--- src/rtl/mag_comp_seq.sv ---
`default_nettype none
// ============================================================================
// Module   : mag_comp_seq
// Purpose  : Multi-cycle magnitude comparator for wide operands. Compares
//            WIDTH-bit operands (signed or unsigned) CHUNK bits per cycle,
//            MSB chunk first, stopping at the first chunk that differs.
// Ports    : clk          - clock, rising edge
//            rst          - asynchronous active-high reset
//            start        - compare request, sampled only while idle
//            signed_mode  - 1: two's-complement, 0: unsigned (latched with start)
//            a, b         - operands, latched on an accepted start
//            busy         - high while a compare is in progress
//            done         - one-cycle pulse when gt/eq/lt are updated
//            gt, eq, lt   - registered one-hot result, held until next done
// Revision : 1.0 - initial release
// ============================================================================
module mag_comp_seq #(
    parameter int WIDTH = 8,
    parameter int CHUNK = 2
) (
    input  logic             clk,
    input  logic             rst,
    input  logic             start,
    input  logic             signed_mode,
    input  logic [WIDTH-1:0] a,
    input  logic [WIDTH-1:0] b,
    output logic             busy,
    output logic             done,
    output logic             gt,
    output logic             eq,
    output logic             lt
);

    localparam int NCH   = WIDTH / CHUNK;
    localparam int IDX_W = (NCH > 1) ? $clog2(NCH) : 1;
    localparam logic [IDX_W-1:0] IDX_TOP = IDX_W'(NCH - 1);

    localparam logic [0:0] ST_IDLE = 1'b0;
    localparam logic [0:0] ST_CMP  = 1'b1;

    generate
        if (WIDTH < 2) begin : g_bad_width
            $error("mag_comp_seq: WIDTH must be at least 2");
        end
        if ((WIDTH % CHUNK) != 0) begin : g_bad_chunk
            $error("mag_comp_seq: WIDTH must be a multiple of CHUNK");
        end
    endgenerate

    logic [0:0]                r_state;
    logic [NCH-1:0][CHUNK-1:0] r_op_a;
    logic [NCH-1:0][CHUNK-1:0] r_op_b;
    logic [IDX_W-1:0]          r_idx;
    logic [WIDTH-1:0]          w_sign_flip;
    logic [CHUNK-1:0]          w_chunk_a;
    logic [CHUNK-1:0]          w_chunk_b;

    // Flipping the MSB of both operands maps two's-complement ordering onto
    // unsigned ordering, so the chunk compare below is always unsigned.
    assign w_sign_flip = {signed_mode, {(WIDTH-1){1'b0}}};

    assign w_chunk_a = r_op_a[r_idx];
    assign w_chunk_b = r_op_b[r_idx];

    always_ff @(posedge clk or posedge rst) begin
        if (rst) begin
            r_state <= ST_IDLE;
            r_op_a  <= '0;
            r_op_b  <= '0;
            r_idx   <= '0;
            busy    <= 1'b0;
            done    <= 1'b0;
            gt      <= 1'b0;
            eq      <= 1'b0;
            lt      <= 1'b0;
        end else begin
            done <= 1'b0;
            case (r_state)
                ST_IDLE: begin
                    if (start) begin
                        r_op_a  <= a ^ w_sign_flip;
                        r_op_b  <= b ^ w_sign_flip;
                        r_idx   <= IDX_TOP;
                        busy    <= 1'b1;
                        r_state <= ST_CMP;
                    end
                end
                ST_CMP: begin
                    // The first differing chunk (from the top) decides the
                    // result; if every chunk matched, the operands are equal.
                    if ((w_chunk_a != w_chunk_b) || (r_idx == '0)) begin
                        gt      <= (w_chunk_a > w_chunk_b);
                        eq      <= (w_chunk_a == w_chunk_b);
                        lt      <= (w_chunk_a < w_chunk_b);
                        done    <= 1'b1;
                        busy    <= 1'b0;
                        r_state <= ST_IDLE;
                    end else begin
                        r_idx <= r_idx - IDX_W'(1);
                    end
                end
                default: r_state <= ST_IDLE;
            endcase
        end
    end

endmodule
`default_nettype wire

--- config.mk ---
export PLATFORM = sky130hd
export DESIGN_NAME = mag_comp_seq
export DESIGN_NICKNAME = d
export VERILOG_FILES = /design/src/rtl/mag_comp_seq.sv
export SDC_FILE = /design/constraint.sdc
export NUM_CORES = 1
export LEC_CHECK = 0
export CAP_MARGIN = 20
export CORE_MARGIN = 8
export CORE_UTILIZATION = 45
export CTS_BUF_LIST = sky130_fd_sc_hd__clkbuf_8
export CTS_CLUSTER_SIZE = 30
export DETAILED_ROUTE_END_ITERATION = 10
export PLACE_DENSITY = 0.72
export SLEW_MARGIN = 20
export SYNTH_ARGS = -nofsm -noshare
export SYNTH_HDL_FRONTEND = slang
export SYNTH_SLANG_ARGS = --single-unit
--- constraint.sdc ---
create_clock -name clk -period 4.8 [get_ports clk]
set_input_delay 0.96 -clock clk [delete_from_list [all_inputs] [get_ports clk]]
set_output_delay 0.96 -clock clk [all_outputs]
set_load 0.005 [all_outputs]
==> impl_metrics.py <==
metrics = {
    "placement": {
        "hpwlAfterDp_um": 1457,
        "dp.cells": 128,
        "place_congestion": 0.8072,
        "io_buffers": 24,
    },
    "layout": {
        "n_antenna_cell": 0,
        "syn2layout_area_growth_pct": 25.67,
        "num-nets-final": 126,
        "nFillCells": 202,
        "drive_above_1_share": 0.2475,
        "fin_cells": 131,
        "mostFrequentLayoutCells": "24 x dfrtp_1, 24 x clkdlybuf4s50_1, 14 x mux2_4",
    },
    "yosys": {
        "synth_nets": 99,
        "synth_seq_cells": 24,
        "synth.largest_area_cell": "dfrtp_1",
        "seq_area_frac_synth": 0.5178,
        "synthesis.yosys.warnings": 0,
        "syn_area_um2": 1160,
        "synth.distinct_cells": 20,
        "syn_area_per_cell_um2": 15.26,
        "yosysTopAreaCellShare": 0.5178,
        "synth_area_leaders": "dfrtp_1 52%, mux2_4 18%, mux4_1 6.8%",
        "syn_inst": 76,
    },
    "die": {
        "io_pins": 25,
        "die_width_um": 66.77,
        "die_area_um2": 4458,
        "coreArea_um2": 2455,
        "rows": 18,
        "die_h_um": 66.77,
        "start_util": 0.4725,
    },
    "routing": {
        "final_antenna_net_count": 0,
        "drt-initial-drc-count": 13,
        "wl_per_cell_um": 15.13,
        "drc": 0,
        "via_per_inst": 5.183,
        "wl_um": 1982,
        "dr.pass1.iters": 2,
        "vias": 679,
    },
    "clocking": {
        "post_cts_buffers": 0,
        "cts_root_buffer": "clkbuf_8",
        "clock_latency_ps": 260,
        "cts_hold_buf": 0,
        "htree_levels": 1,
        "cts.sinks": 24,
        "cts_resized": 0,
        "cts_tree": "yes",
        "path_clk_slew_ps": 80,
        "cts_buffers": 3,
        "clock_path_buffers": 2,
    },
    "grt": {
        "grt_pass1_vias": 714,
        "antenna_found_initial": 0,
        "grtUsageTotal": 0.09847,
        "grt_pass1_wl_um": 3332,
        "grt_max_degree": 25,
        "grt-ovfl-total": 0,
    },
    "run": {
        "cap_violations": 0,
    },
    "power_and_ir_drop": {
        "cellLeakagePower_nw": 0.6715,
        "ir_worst_vdd_mv": 0.4303,
        "power_frac_clock": 0.130,
        "switching_power_uw": 271.5,
        "combPwrFrac": 0.463,
        "power_density_nw_per_um2": 603.0,
        "swShare": 0.3089,
        "sequentialPowerShare": 0.407,
        "internal_power_uw": 607.5,
    },
    "critical_path": {
        "crit_path_start_kind": "flip-flop",
        "crit_path_max_fanout": 7,
        "arrival_ps": 2410,
        "crit_type": "flip-flop to flip-flop",
        "crit_path_end_kind": "flip-flop",
        "worstPathRequired_ps": 4950,
    },
    "timing": {
        "drv_slew": 0,
        "rsz0062_at_grt": "no",
        "max_freq_mhz": 442.3,
        "setup-violations-final": 0,
        "hold_violations": 0,
        "relSlewSlack": 0.4134,
        "worstMarginPinSlew_ps": 878.9,
        "period_share": 0.4710,
        "setup_tns_ps": 0,
        "fin_crit_ps": 2261,
        "finClkSkew_ps": 4.833,
    },
    "run_status": {
        "status": "completed",
    },
    "min_path": {
        "min_path_type": "flip-flop to flip-flop",
    },
}
## critical path: stages (launching register included)
cell and delay (ps):
dfrtp_1 520, mux4_1 610, ha_1 340, nand2_1 100
o21ai_2 210, mux2_2 360
## power by group through the flow
stage	sequential, mW	combinational [mW]	clock [mW]
after global placement	0.358	0.401	0
final	0.358	0.407	0.115
after floorplan	0.340	0.327	0
after global routing	0.370	0.446	0.128
after CTS	0.357	0.413	0.120
after detailed placement	0.360	0.409	0
## Yosys cell counts
cell type,instances
and4b_4,1
dfrtp_1,24
nor3_1,1
inv_1,7
a21oi_1,6
nand2_1,2
mux2_2,1
a2bb2oi_2,1
o2bb2ai_1,1
o21a_1,1
o21ai_2,1
nor2_1,2
xnor2_1,2
mux4_2,1
ha_1,3
or2_4,1
nor2b_2,1
mux4_1,3
buf_6,3
mux2_4,14
## cell families after synthesis
kind of cell	Yosys count	share of synthesized area
flops	24	0.5178
xor+xnor	2	0.01511
buf+inv	10	0.05178
compound gates	10	0.06041
simple gates	8	0.04423
mux	19	0.2783
fa+ha+maj	3	0.03237
## layer usage
layer  up-vias  GRT usage  wire, um
met5         -          0         0
met3         2    0.05201       118
met4         0    0.02400        13
met2        14     0.1481       990
li1        320          -         -
met1       343     0.1207       859
## stage by stage
stage	utilization	power (mW)	worst slack, ps	hold slack, ps	area (um^2)
after global placement	0.5749	0.7588	1982	478.3	1411
after global routing	0.5938	0.9445	2445	528.1	1458
after detailed placement	0.5749	0.7689	1928	481.1	1411
after floorplan	-	0.6667	2789	473.3	1160
final	0.5938	0.8790	2539	495.9	1458
after CTS	0.5917	0.8897	2230	502.0	1453
## layout make-up
cell class              count  area [um^2]  area share
clock buffers               3        41.29     0.02833
inverters                   7        26.28     0.01803
multi-input cells          42        504.2      0.3459
flip-flops and latches     24        600.6      0.4120
well taps                  30        37.54     0.02575
repair buffers             25        247.7      0.1700
## sequential cells by signal, indices dropped and copies added (netlist names)
signal,flops
busy,1
done,1
eq,1
gt,1
lt,1
r_idx,2
r_op_a,8
r_op_b,8
r_state,1
## final timing paths
path	from	endpoint	slack, ps	cells after the start
max in group asynchronous	rst	r_op_a[4]	3080	2
max	r_idx[0]	lt	2540	5
min reg2reg	busy	busy	500	1
min in group asynchronous	rst	r_op_b[6]	1180	2
max reg2reg	r_idx[0]	lt	2540	5
min	busy	busy	500	1
Note: power is estimated with default switching activity, not from simulation.
